--- config.mk ---
export PLATFORM = sky130hd
export DESIGN_NAME = earlgrey_rst_seq
export DESIGN_NICKNAME = d
export VERILOG_FILES = /design/src/rtl/earlgrey_rst_seq.sv
export SDC_FILE = /design/constraint.sdc
export NUM_CORES = 1
export LEC_CHECK = 0
export CORE_MARGIN = 5
export CORE_UTILIZATION = 40
export CTS_CLUSTER_SIZE = 20
export DETAILED_ROUTE_END_ITERATION = 16
export MAX_ROUTING_LAYER = met4
export PLACE_DENSITY_LB_ADDON = 0.05
export SKIP_CTS_REPAIR_TIMING = 1
export SKIP_LAST_GASP = 1
export SLEW_MARGIN = 10
export SYNTH_ARGS = -nofsm -noshare
export SYNTH_HDL_FRONTEND = slang
export SYNTH_SLANG_ARGS = --single-unit
--- constraint.sdc ---
create_clock -name clk_i -period 1.9 [get_ports clk_i]
set_input_delay 0.285 -clock clk_i [delete_from_list [all_inputs] [get_ports clk_i]]
set_output_delay 0.285 -clock clk_i [all_outputs]
set_load 0.005 [all_outputs]
--- src/rtl/earlgrey_rst_seq.sv ---
// earlgrey_rst_seq: holds the Earl Grey system and USB resets until the PLL
// is locked and all reset requests are gone, then releases them as a timed,
// staggered sequence. Records the cause of every re-entry into reset.
// Optional PLL lock watchdog: define RSTSEQ_LOCK_WDOG_EN.
module earlgrey_rst_seq #(
  parameter int unsigned HoldCycles  = 16,
  parameter int unsigned UsbDelay    = 8,
  parameter int unsigned LockTimeout = 1024,
  parameter int unsigned CntW        = 16
) (
  input  logic       clk_i,
  input  logic       rst_i,
  input  logic       pll_locked_i,
  input  logic       ext_rst_req_i,
  input  logic       jtag_srst_req_i,
  input  logic       sw_rst_req_i,
  input  logic       cause_clr_i,
  output logic       rst_sys_no,
  output logic       rst_usb_no,
  output logic [3:0] rst_cause_o,
  output logic [1:0] state_o,
  output logic       pll_rst_o,
  output logic       lock_err_o
);

  typedef enum logic [1:0] {
    StAssert = 2'd0,
    StHold   = 2'd1,
    StRelSys = 2'd2,
    StRun    = 2'd3
  } state_e;

  localparam logic [CntW-1:0] HoldLoad = CntW'(HoldCycles - 1);
  localparam logic [CntW-1:0] UsbLoad  = CntW'(UsbDelay - 1);

  state_e          state_q, state_d;
  logic [CntW-1:0] cnt_q, cnt_d;
  logic            rst_sys_q, rst_sys_d;
  logic            rst_usb_q, rst_usb_d;
  logic [3:0]      cause_q, cause_d;
  logic            clean, trip;
  logic [3:0]      cause_bits;
  logic            wdog_fire;

  assign clean      = pll_locked_i & ~ext_rst_req_i & ~jtag_srst_req_i & ~sw_rst_req_i;
  assign trip       = ~clean;
  assign cause_bits = {~pll_locked_i, sw_rst_req_i, jtag_srst_req_i, ext_rst_req_i};

  // Next state, shared counter, reset outputs and cause capture.
  always_comb begin
    // NOTE: every target gets a default first so no path leaves it unassigned (no latch).
    state_d   = state_q;
    cnt_d     = cnt_q;
    wdog_fire = 1'b0;
    // Clear is applied first so a same-cycle trip can OR its bits back in.
    cause_d   = cause_clr_i ? 4'b0000 : cause_q;

    case (state_q)
      StAssert: begin
        if (clean) begin
          state_d = StHold;
          cnt_d   = HoldLoad;
        end else begin
          cnt_d = '0;
`ifdef RSTSEQ_LOCK_WDOG_EN
          // Count consecutive unlocked cycles; any locked cycle restarts the count.
          if (!pll_locked_i) begin
            if (cnt_q == CntW'(LockTimeout - 1)) wdog_fire = 1'b1;
            else                                 cnt_d = cnt_q + 1'b1;
          end
`endif
        end
      end
      StHold: begin
        if (trip) begin
          state_d = StAssert;
          cnt_d   = '0;
          cause_d = cause_d | cause_bits;
        end else if (cnt_q == '0) begin
          state_d = StRelSys;
          cnt_d   = UsbLoad;
        end else begin
          cnt_d = cnt_q - 1'b1;
        end
      end
      StRelSys: begin
        if (trip) begin
          state_d = StAssert;
          cnt_d   = '0;
          cause_d = cause_d | cause_bits;
        end else if (cnt_q == '0) begin
          state_d = StRun;
        end else begin
          cnt_d = cnt_q - 1'b1;
        end
      end
      StRun: begin
        if (trip) begin
          state_d = StAssert;
          cnt_d   = '0;
          cause_d = cause_d | cause_bits;
        end
      end
      default: state_d = StAssert;
    endcase

    // Resets are registered alongside the state so they move in the same cycle.
    rst_sys_d = (state_d == StRelSys) || (state_d == StRun);
    rst_usb_d = (state_d == StRun);
  end

  // Sequencer state registers with synchronous reset.
  always_ff @(posedge clk_i) begin
    if (rst_i) begin
      state_q   <= StAssert;
      cnt_q     <= '0;
      rst_sys_q <= 1'b0;
      rst_usb_q <= 1'b0;
      cause_q   <= 4'b0000;
    end else begin
      // NOTE: non-blocking assignments so every flop samples pre-edge values.
      state_q   <= state_d;
      cnt_q     <= cnt_d;
      rst_sys_q <= rst_sys_d;
      rst_usb_q <= rst_usb_d;
      cause_q   <= cause_d;
    end
  end

  assign state_o     = state_q;
  assign rst_sys_no  = rst_sys_q;
  assign rst_usb_no  = rst_usb_q;
  assign rst_cause_o = cause_q;

`ifdef RSTSEQ_LOCK_WDOG_EN
  logic [2:0] pls_q, pls_d;
  logic       pll_rst_q, pll_rst_d;
  logic       lock_err_q, lock_err_d;

  // PLL reset pulse stretcher (4 cycles) and sticky lock-timeout flag.
  always_comb begin
    pls_d = pls_q;
    if (wdog_fire)           pls_d = 3'd4;
    else if (pls_q != 3'd0)  pls_d = pls_q - 1'b1;
    pll_rst_d  = (pls_d != 3'd0);
    lock_err_d = lock_err_q | wdog_fire;
  end

  // Watchdog registers.
  always_ff @(posedge clk_i) begin
    if (rst_i) begin
      pls_q      <= 3'd0;
      pll_rst_q  <= 1'b0;
      lock_err_q <= 1'b0;
    end else begin
      pls_q      <= pls_d;
      pll_rst_q  <= pll_rst_d;
      lock_err_q <= lock_err_d;
    end
  end

  assign pll_rst_o  = pll_rst_q;
  assign lock_err_o = lock_err_q;
`else
  // Without the watchdog, ASSERT simply waits for lock.
  logic unused_wdog;
  assign unused_wdog = ^LockTimeout ^ wdog_fire;
  assign pll_rst_o   = 1'b0;
  assign lock_err_o  = 1'b0;
`endif

endmodule

==> reports/results.ini <==
[outcome]
outcome = finished clean

[logic_synthesis]
avgSynthCellArea_um2 = 8.95
yosysSeqAreaShare = 0.363
synth_cells = 148
synth_top_area_frac = 0.363
synth-edff-count = 0
ys_seq_elements = 24
ys_types = 49
synth_top_flop_cell = dfxtp_1
yosysMostFrequentCell = dfxtp_1
synthArstFlopShare = 0
synth_area_leader_cell = dfxtp_1
syn_area_um2 = 1330
synth_area_leaders = dfxtp_1 36%, a21oi_1 4.9%, nand2b_1 3.8%, nor4b_4 3.6%, nor2_1 3.4%
synth_common_cells = 24 x dfxtp_1, 13 x a21oi_1, 12 x nor2_1, 8 x nand2b_1, 8 x nor3_1
yosys_warnings = 0

[finish]
final_layout_size_suffix_gt1_frac = 0.239
fill_cells = 312
fin_nets = 189
fin_cells = 224
multiInputGateArea_um2 = 822
area_growth_pct = 27.5
regArea_um2 = 480
n_antenna_cell = 0
stdcell_area_um2 = 1690

[critical_path]
ff2ff_path_depth = 6
endpoint = cnt_q[15]$_SDFFE_PP0P_
setup.worst_path.start = cnt_q[0]$_SDFFE_PP0P_
arrival_ns = 2.05
ff2ff_setup_slack_ns = 0.08
required_ns = 2.13
crit_path_top_delay_cell = or4_1
crit_chain = buf_4 > or4_1 > nor4_4 > o211ai_1 > xor2_1 > nor2_2
cp_max_fo = 4
setup.worst_path.end_class = flip-flop
rr_startpoint = cnt_q[0]$_SDFFE_PP0P_
crit_path_start_kind = flip-flop
path_class = flip-flop to flip-flop
r2r-end = cnt_q[15]$_SDFFE_PP0P_
cpPeakStageDelay_ns = 0.64

[clock_network]
cts_tree = yes
clockBufferDepth = 2
clock_sinks = 24
numCtsBuffers = 3
clk_pin_slew_ns = 0.14
htreeDepth = 1
clockRootBuffer = clkbuf_4
clk_latency_ns = 0.32

[floorplan]
die-area_um2 = 4560
std_cell_rows = 20
die-width_um = 67.6
die_height_um = 67.6
initial_core_util = 0.427
ios = 17
core_um2 = 3100

[timing]
finalSetupViolations = 0
fin_skew_ns = 0.00560
hold_viol = 0
min_period_ns = 1.82
slew_headroom = 0.668
fmax_mhz = 550
slew_violations = 0
rsz0062_at_grt = true
finalCritPeriodShare = 0.957
worstMarginPinSlew_ns = 0.496

[routing]
vias = 1238
wl_per_cell_um = 14.7
dr.pass1.iters = 5
drt_iter0_markers = 91
ant_nets = 0
drc = 0
via_per_inst = 5.53
totalWireLength_mm = 3.30

[placement]
dpl.cell_count = 219
dp.final_hpwl_mm = 2.49
postPlaceCellArea_um2 = 1610
port-buffer-count = 14
routabilityCongestion = 0.851

[global_route]
grt_remaining_overflow = 0
grt_use_total = 0.153
grt_start_max_net_pins = 15
grt_pass1_vias = 1129
grt_pass1_wl_mm = 5.26
antenna_found_initial = 0

[power_and_ir_drop]
ir_worst_vdd_mv = 0.294
p_leak_nw = 0.737
power_density_nw_per_um2 = 579

[hold_path]
holdCritPathClass = flip-flop to flip-flop

[flow_run]
cap_violations = 0

-- layer usage --
layer	share of wire	vias up	track usage
met4	0.010	0	0.0380
met3	0.047	4	0.0250
met1	0.49	583	0.212
met2	0.45	29	0.230
li1	-	622	-
met5	0	-	-
-- registers in the layout (all words and copies together) (netlist names) --
name / cells
cnt_q: 16
rst_usb_no: 1
rst_sys_no: 1
rst_cause_o: 4
state_o: 2
-- power by group --
part,internal [mW],total [mW],switching [mW]
Combinational,0.0513,0.0984,0.0471
Sequential,0.506,0.510,0.00373
Clock,0.213,0.371,0.157
-- critical path: cells and delay by family (launching register included) --
family	cells	cell delay, ns
compound gates	1	0.17
simple gates	3	0.91
flops	1	0.33
xor+xnor	1	0.19
buf+inv	1	0.14
-- cell usage in the layout (no fill, tap or decap), types with 2 or more instances in the layout --
master	count
a21o_1	2
a21oi_1	13
a311oi_1	3
a31oi_1	3
and3_1	2
buf_4	17
clkbuf_4	3
clkdlybuf4s50_1	14
conb_1	2
dfxtp_1	24
inv_1	3
nand2_1	7
nand2b_1	8
nand3_1	5
nor2_1	12
nor3_1	8
nor4_1	2
nor4_4	2
nor4b_4	2
o211ai_1	2
o21ai_0	7
o21ai_2	2
or2_2	2
or3_1	3
or4_1	3
xor2_1	3
-- final cells by class --
class / count / area share
Clock inverter: 1 / 0.0178
Inverter: 3 / 0.00667
Clock buffer: 3 / 0.0133
Sequential cell: 24 / 0.284
Multi-Input combinational cell: 118 / 0.487
Timing Repair Buffer: 31 / 0.159
Tap cell: 44 / 0.0326
-- worst min-delay path by stage --
stage                     depth (start not counted)                         to                       from  slack, ns
after CTS                                         2  rst_cause_o[0]$_SDFF_PP0_  rst_cause_o[0]$_SDFF_PP0_       0.49
after global placement                            2  rst_cause_o[0]$_SDFF_PP0_  rst_cause_o[0]$_SDFF_PP0_       0.46
after floorplan                                   1  rst_cause_o[0]$_SDFF_PP0_                      rst_i       0.35
final                                             2  rst_cause_o[1]$_SDFF_PP0_  rst_cause_o[1]$_SDFF_PP0_       0.48
after global routing                              2  rst_cause_o[1]$_SDFF_PP0_  rst_cause_o[1]$_SDFF_PP0_       0.50
after detailed placement                          2  rst_cause_o[0]$_SDFF_PP0_  rst_cause_o[0]$_SDFF_PP0_       0.47
-- stage by stage --
step	hold WS (ns)	power [mW]	worst slack [ns]	TNS [ns]	utilization
floorplan	0.354	0.573	0.152	0	-
global placement	0.460	0.615	-0.0431	-0.111	0.518
detailed placement	0.467	0.615	-0.0615	-0.275	0.518
CTS	0.487	0.989	-0.0285	-0.0285	0.535
global route	0.501	1.02	-0.0305	-0.100	0.544
finish	0.481	0.978	0.0826	0	0.544
-- cells by family (layout without fill, tap and decap cells) --
group | after synthesis | after routing | share of synthesized area
buf+inv | 8 | 38 | 0.0425
other cells | 1 | 2 | 0.00283
simple gates | 70 | 70 | 0.363
fa+ha+maj | 1 | 1 | 0.00944
xor+xnor | 3 | 3 | 0.0198
flops | 24 | 24 | 0.363
compound gates | 41 | 42 | 0.200
(Power assumes the default switching activity.)
==> edit 1: new RTL, same flow settings <==
Build with the macro `RSTSEQ_LOCK_WDOG_EN` defined.
--- a/src/rtl/earlgrey_rst_seq.sv
+++ b/src/rtl/earlgrey_rst_seq.sv
@@ -3,4 +3,6 @@
 // staggered sequence. Records the cause of every re-entry into reset.
 // Optional PLL lock watchdog: define RSTSEQ_LOCK_WDOG_EN.
+`define RSTSEQ_LOCK_WDOG_EN
+
 module earlgrey_rst_seq #(
   parameter int unsigned HoldCycles  = 16,
Formal check against the unedited RTL: same outputs for any inputs over 10 cycles, from zero or initial values and one cycle with rst_i high; that may be too few to reach the edited logic, so the function may still have changed.
==> edit 1 against the unedited design <==
The run now ends with setup timing left; routed wire length up 95%; core utilization grew 13 points; critical path depth unchanged; count of clock-buffer cells in the layout increased by 4; total power increased by 86%; die area is 39% higher; cell area up 88%; synthesized cell count up 78%; sequential cell count grew 5; worst setup slack got worse by 440 ps; clock skew increased by 0.65 ps; via count grew 86%; non-clock buffer count grew 68; area after synthesis is 47% higher; largest power group is now the clock network.
==> edit 1: results (changes against the unedited design) <==
{
  "route": {
    "routedWlPerCell": {"value": 15.4, "unit": "µm", "change": "+4.4%"},
    "drtIter0Drc": {"value": 155, "change": "+70%"},
    "1st_pass_router_iterations": {"value": 4, "change": "-1"},
    "via_per_inst": {"value": 5.51, "change": "-0.27%"}
  },
  "critical_path": {
    "critical_path.max_stage_delay": {"value": 550, "unit": "ps", "change": "-90 ps"},
    "critPathArrivalTime": {"value": 2480, "unit": "ps", "change": "+430 ps"},
    "worst_path_max_delay_cell": "sky130_fd_sc_hd__or4_4"
  },
  "grt": {
    "grt_pass1_wl": {"value": 9760, "unit": "µm", "change": "+86%"},
    "vias_in_the_first_global_route": {"value": 2061, "change": "+83%"},
    "grt_start_max_net_pins": {"value": 19, "change": "+4"},
    "grt_util_all_layers": {"value": 20.4, "unit": "%", "change": "+5.1 points"}
  },
  "place": {
    "gpl.final_weighted_congestion": {"value": 0.929, "change": "+9.2%"},
    "port_bufs": {"value": 16, "change": "+2"},
    "dpl_cell_area": {"value": 2690, "unit": "µm²", "change": "+67%"},
    "detailedPlacementHpwl": {"value": 4510, "unit": "µm", "change": "+81%"}
  },
  "run_status": {
    "status": "finished with violations",
    "violations": "setup timing"
  },
  "clock_tree": {
    "clk_transition_reported_paths": {"value": 70, "unit": "ps", "change": "-70 ps"},
    "insertion_delay": {"value": 290, "unit": "ps", "change": "-30 ps"},
    "cts_root_buf": "sky130_fd_sc_hd__clkbuf_8",
    "tritoncts.num_buffers": {"value": 5, "change": "+2"},
    "clock_tree.buffer_depth": {"value": 2, "change": "unchanged"},
    "htree_levels": {"value": 2, "change": "+1"}
  },
  "timing": {
    "timing.final.setup_violations": {"value": 17, "change": "+17"},
    "fin_worst_skew": {"value": 6.25, "unit": "ps", "change": "+0.654 ps"},
    "fin_tns_setup": {"value": -3400, "unit": "ps", "change": "-3400 ps"},
    "transition_time_at_the_pin_with_the_least_slew_margin": {"value": 325, "unit": "ps", "change": "-172 ps"},
    "final_ws_setup": {"value": -360, "unit": "ps", "change": "-442 ps"}
  },
  "final_layout": {
    "nets": {"value": 362, "change": "+92%"},
    "post_route_cells_drive_above_1_share": {"value": 39.6, "unit": "%", "change": "+16 points"},
    "antennaDiodeCount": {"value": 0, "change": "unchanged"}
  },
  "logic_synthesis": {
    "synth-adder-area-share": {"value": 3.22, "unit": "%", "change": "+2.3 points"},
    "fraction_of_the_mapped_netlist_area_in_compound_gates": {"value": 28.8, "unit": "%", "change": "+8.7 points"},
    "synth.area.top_cells": "sky130_fd_sc_hd__dfxtp_1, sky130_fd_sc_hd__o21ai_0, sky130_fd_sc_hd__a21oi_1",
    "post_synth_xor_area_fraction": {"value": 2.25, "unit": "%", "change": "+0.27 points"},
    "post_synth_most_frequent_cells": "sky130_fd_sc_hd__dfxtp_1, sky130_fd_sc_hd__nor2_1, sky130_fd_sc_hd__o21ai_0"
  },
  "power": {
    "static-leakage-power": {"value": 0.00125, "unit": "µW", "change": "+70%"},
    "worst_ir_drop_vdd": {"value": 0.401, "unit": "mV", "change": "+37%"}
  },
  "worst_hold_path": {
    "hold_path.startpoint": "rst_cause_o[0]"
  }
}
==> edit 1: worst paths after layout <==
kind              slack [ps]  cells past startpoint              to
setup / recovery        -360                      6       cnt_q[15]
hold / removal           470                      2  rst_cause_o[0]
setup reg to reg        -360                      6       cnt_q[15]
hold reg to reg          470                      2  rst_cause_o[0]
==> edit 1: through the flow <==
stage                     hold slack (ps)  instances  total power [µW]  setup WS [ps]
after global routing                  498        418              1940           -440
after floorplan                       442        264               937           -361
after detailed placement              462        398              1090           -438
final                                 473        418              1820           -360
after global placement                455        398              1080           -405
after CTS                             476        406              1770           -434
==> edit 1: report_power, final <==
group          switching [µW]  internal (µW)  total, µW
Sequential               19.0            644        663
Combinational             231            255        486
Clock                     245            427        672
==> edit 1: per-layer routing <==
layer	track usage (%)	routed length [µm]	share of wire [%]
met5	-	0	0
met4	6.53	106	1.6
met1	26.8	2890	45
met3	4.18	371	5.8
met2	31.2	3060	48
==> edit 1: cell families (layout without fill, tap and decap cells) <==
family / after synthesis / after routing
compound gates: 86 / 86
fa+ha+maj: 5 / 5
flops: 29 / 29
buf+inv: 29 / 116
xor+xnor: 5 / 5
simple gates: 110 / 110
==> edit 1: layout make-up <==
| cell class | instances | area, µm² |
|---|---|---|
| Fill cell | 405 | 1550 |
| Multi-Input combinational cell | 206 | 1500 |
| Timing Repair Buffer | 99 | 851 |
| Sequential cell | 29 | 584 |
| Clock buffer | 7 | 86.3 |
| Tap cell | 67 | 83.8 |
| Inverter | 9 | 33.8 |
| Clock inverter | 1 | 30.0 |
==> edit 1: critical path: cells and delay by family (launching register included) <==
family / cells / cell delay [ps]
and+or+nand+nor: 4 / 1510
AOI/OAI and AO/OA: 2 / 350
DFF: 1 / 340
==> edit 2: new RTL, same flow settings <==
Without the edit above. The output `rst_usb_no` loses its register stage (`rst_usb_q` becomes a continuous assignment).
--- a/src/rtl/earlgrey_rst_seq.sv
+++ b/src/rtl/earlgrey_rst_seq.sv
@@ -116,5 +116,4 @@
       cnt_q     <= '0;
       rst_sys_q <= 1'b0;
-      rst_usb_q <= 1'b0;
       cause_q   <= 4'b0000;
     end else begin
@@ -123,8 +122,9 @@
       cnt_q     <= cnt_d;
       rst_sys_q <= rst_sys_d;
-      rst_usb_q <= rst_usb_d;
       cause_q   <= cause_d;
     end
   end
+
+  assign rst_usb_q = rst_usb_d;
 
   assign state_o     = state_q;
Formal check against the unedited RTL: same outputs for any inputs over 10 cycles, from zero or initial values and one cycle with rst_i high; that may be too few to reach the edited logic, so the function may still have changed.
==> edit 2 against the unedited design <==
The flow now finishes with violations (setup timing); register-to-register slack worse by 440 ps; area after synthesis is 12% lower; sequential cell count shrank 1; non-clock buffer count rose by 17; core utilization increased by 7.8 points; routed wire length fell by 4.3%; worst setup slack got worse by 480 ps; via count down 1.1%; total power is 15% lower; cell area grew 2.4%; critical path type is now reg2out.
==> edit 2: results (changes against the unedited design) <==
{
  "place": {
    "preCtsSetupSlack": {"value": -635, "unit": "ps", "change": "-573 ps"},
    "dpl_cell_area": {"value": 1550, "unit": "µm²", "change": "-3.4%"},
    "number_of_instances_in_the_placed_design": {"value": 214, "change": "-2.3%"},
    "gpl.final_weighted_congestion": {"value": 0.895, "change": "+5.2%"}
  },
  "run_status": {
    "violations": "setup timing",
    "status": "finished with violations"
  },
  "power": {
    "power_combinational": {"value": 110, "unit": "µW", "change": "+12%"},
    "static-leakage-power": {"value": 0.000753, "unit": "µW", "change": "+2.2%"},
    "power_frac_comb": {"value": 13.1, "unit": "%", "change": "+3.0 points"},
    "worst_ir_drop_vdd": {"value": 0.401, "unit": "mV", "change": "+37%"},
    "seq_power_share": {"value": 58.2, "unit": "%", "change": "+6.1 points"}
  },
  "final_layout": {
    "nets": {"value": 201, "change": "+6.3%"},
    "layout.comb_gates.multi_input": {"value": 112, "change": "-5.1%"},
    "numSequentialCells": {"value": 23, "change": "-4.2%"},
    "final.signal_buffer_count": {"value": 48, "change": "+55%"},
    "finish.instance_area": {"value": 1730, "unit": "µm²", "change": "+2.4%"},
    "multiInputGateArea": {"value": 779, "unit": "µm²", "change": "-5.2%"},
    "post_route_cells_drive_above_1_share": {"value": 37.0, "unit": "%", "change": "+13 points"},
    "final-clk-cell-share": {"value": 1.59, "unit": "%", "change": "-1.5 points"},
    "seqAreaFraction": {"value": 26.8, "unit": "%", "change": "-1.6 points"}
  },
  "grt": {
    "grt_pass1_wl": {"value": 5000, "unit": "µm", "change": "-5.0%"},
    "grt_util_all_layers": {"value": 15.3, "unit": "%", "change": "-0.021 points"}
  },
  "timing": {
    "final_ws_setup": {"value": -400, "unit": "ps", "change": "-482 ps"},
    "fin_worst_skew": {"value": 6.07, "unit": "ps", "change": "+0.473 ps"},
    "timing.final.setup_violations": {"value": 18, "change": "+18"}
  },
  "route": {
    "drtIter0Drc": {"value": 61, "change": "-33%"},
    "routed_wirelength": {"value": 3160, "unit": "µm", "change": "-4.3%"},
    "1st_pass_router_iterations": {"value": 4, "change": "-1"}
  },
  "critical_path": {
    "crit_path_max_fanout": {"value": 2, "change": "-2"}
  },
  "logic_synthesis": {
    "synth.avg_cell_area": {"value": 8.03, "unit": "µm²", "change": "-10%"}
  },
  "floorplan": {
    "dieWidth": {"value": 64.1, "unit": "µm", "change": "-5.1%"}
  }
}
[edit 2: changes by cell type in the layout (fill, tap and decap cells not counted), moves of 4 or more]
cell                      unedited run  this run
sky130_fd_sc_hd__dfxtp_1            24        20
sky130_fd_sc_hd__nand3_1             5         1
sky130_fd_sc_hd__buf_4              17        31
sky130_fd_sc_hd__nor3_1              8         2
sky130_fd_sc_hd__a21oi_2             1         6
[edit 2: path summary, 6_finish.rpt]
check / startpoint / endpoint / slack, ps / cells after the start
max: cnt_q[1] / rst_usb_no / -400 / 7
min: rst_cause_o[1] / rst_cause_o[1] / 480 / 2
max reg2reg: cnt_q[4] / cnt_q[15] / -360 / 5
min reg2reg: rst_cause_o[1] / rst_cause_o[1] / 480 / 2
[edit 2: routing by layer]
layer	global-route usage, %	vias up	routed length [µm]
met5	-	-	0
met4	5.34	0	19
met3	2.63	2	142
met2	24.2	24	1540
met1	19.5	576	1460
li1	-	622	-
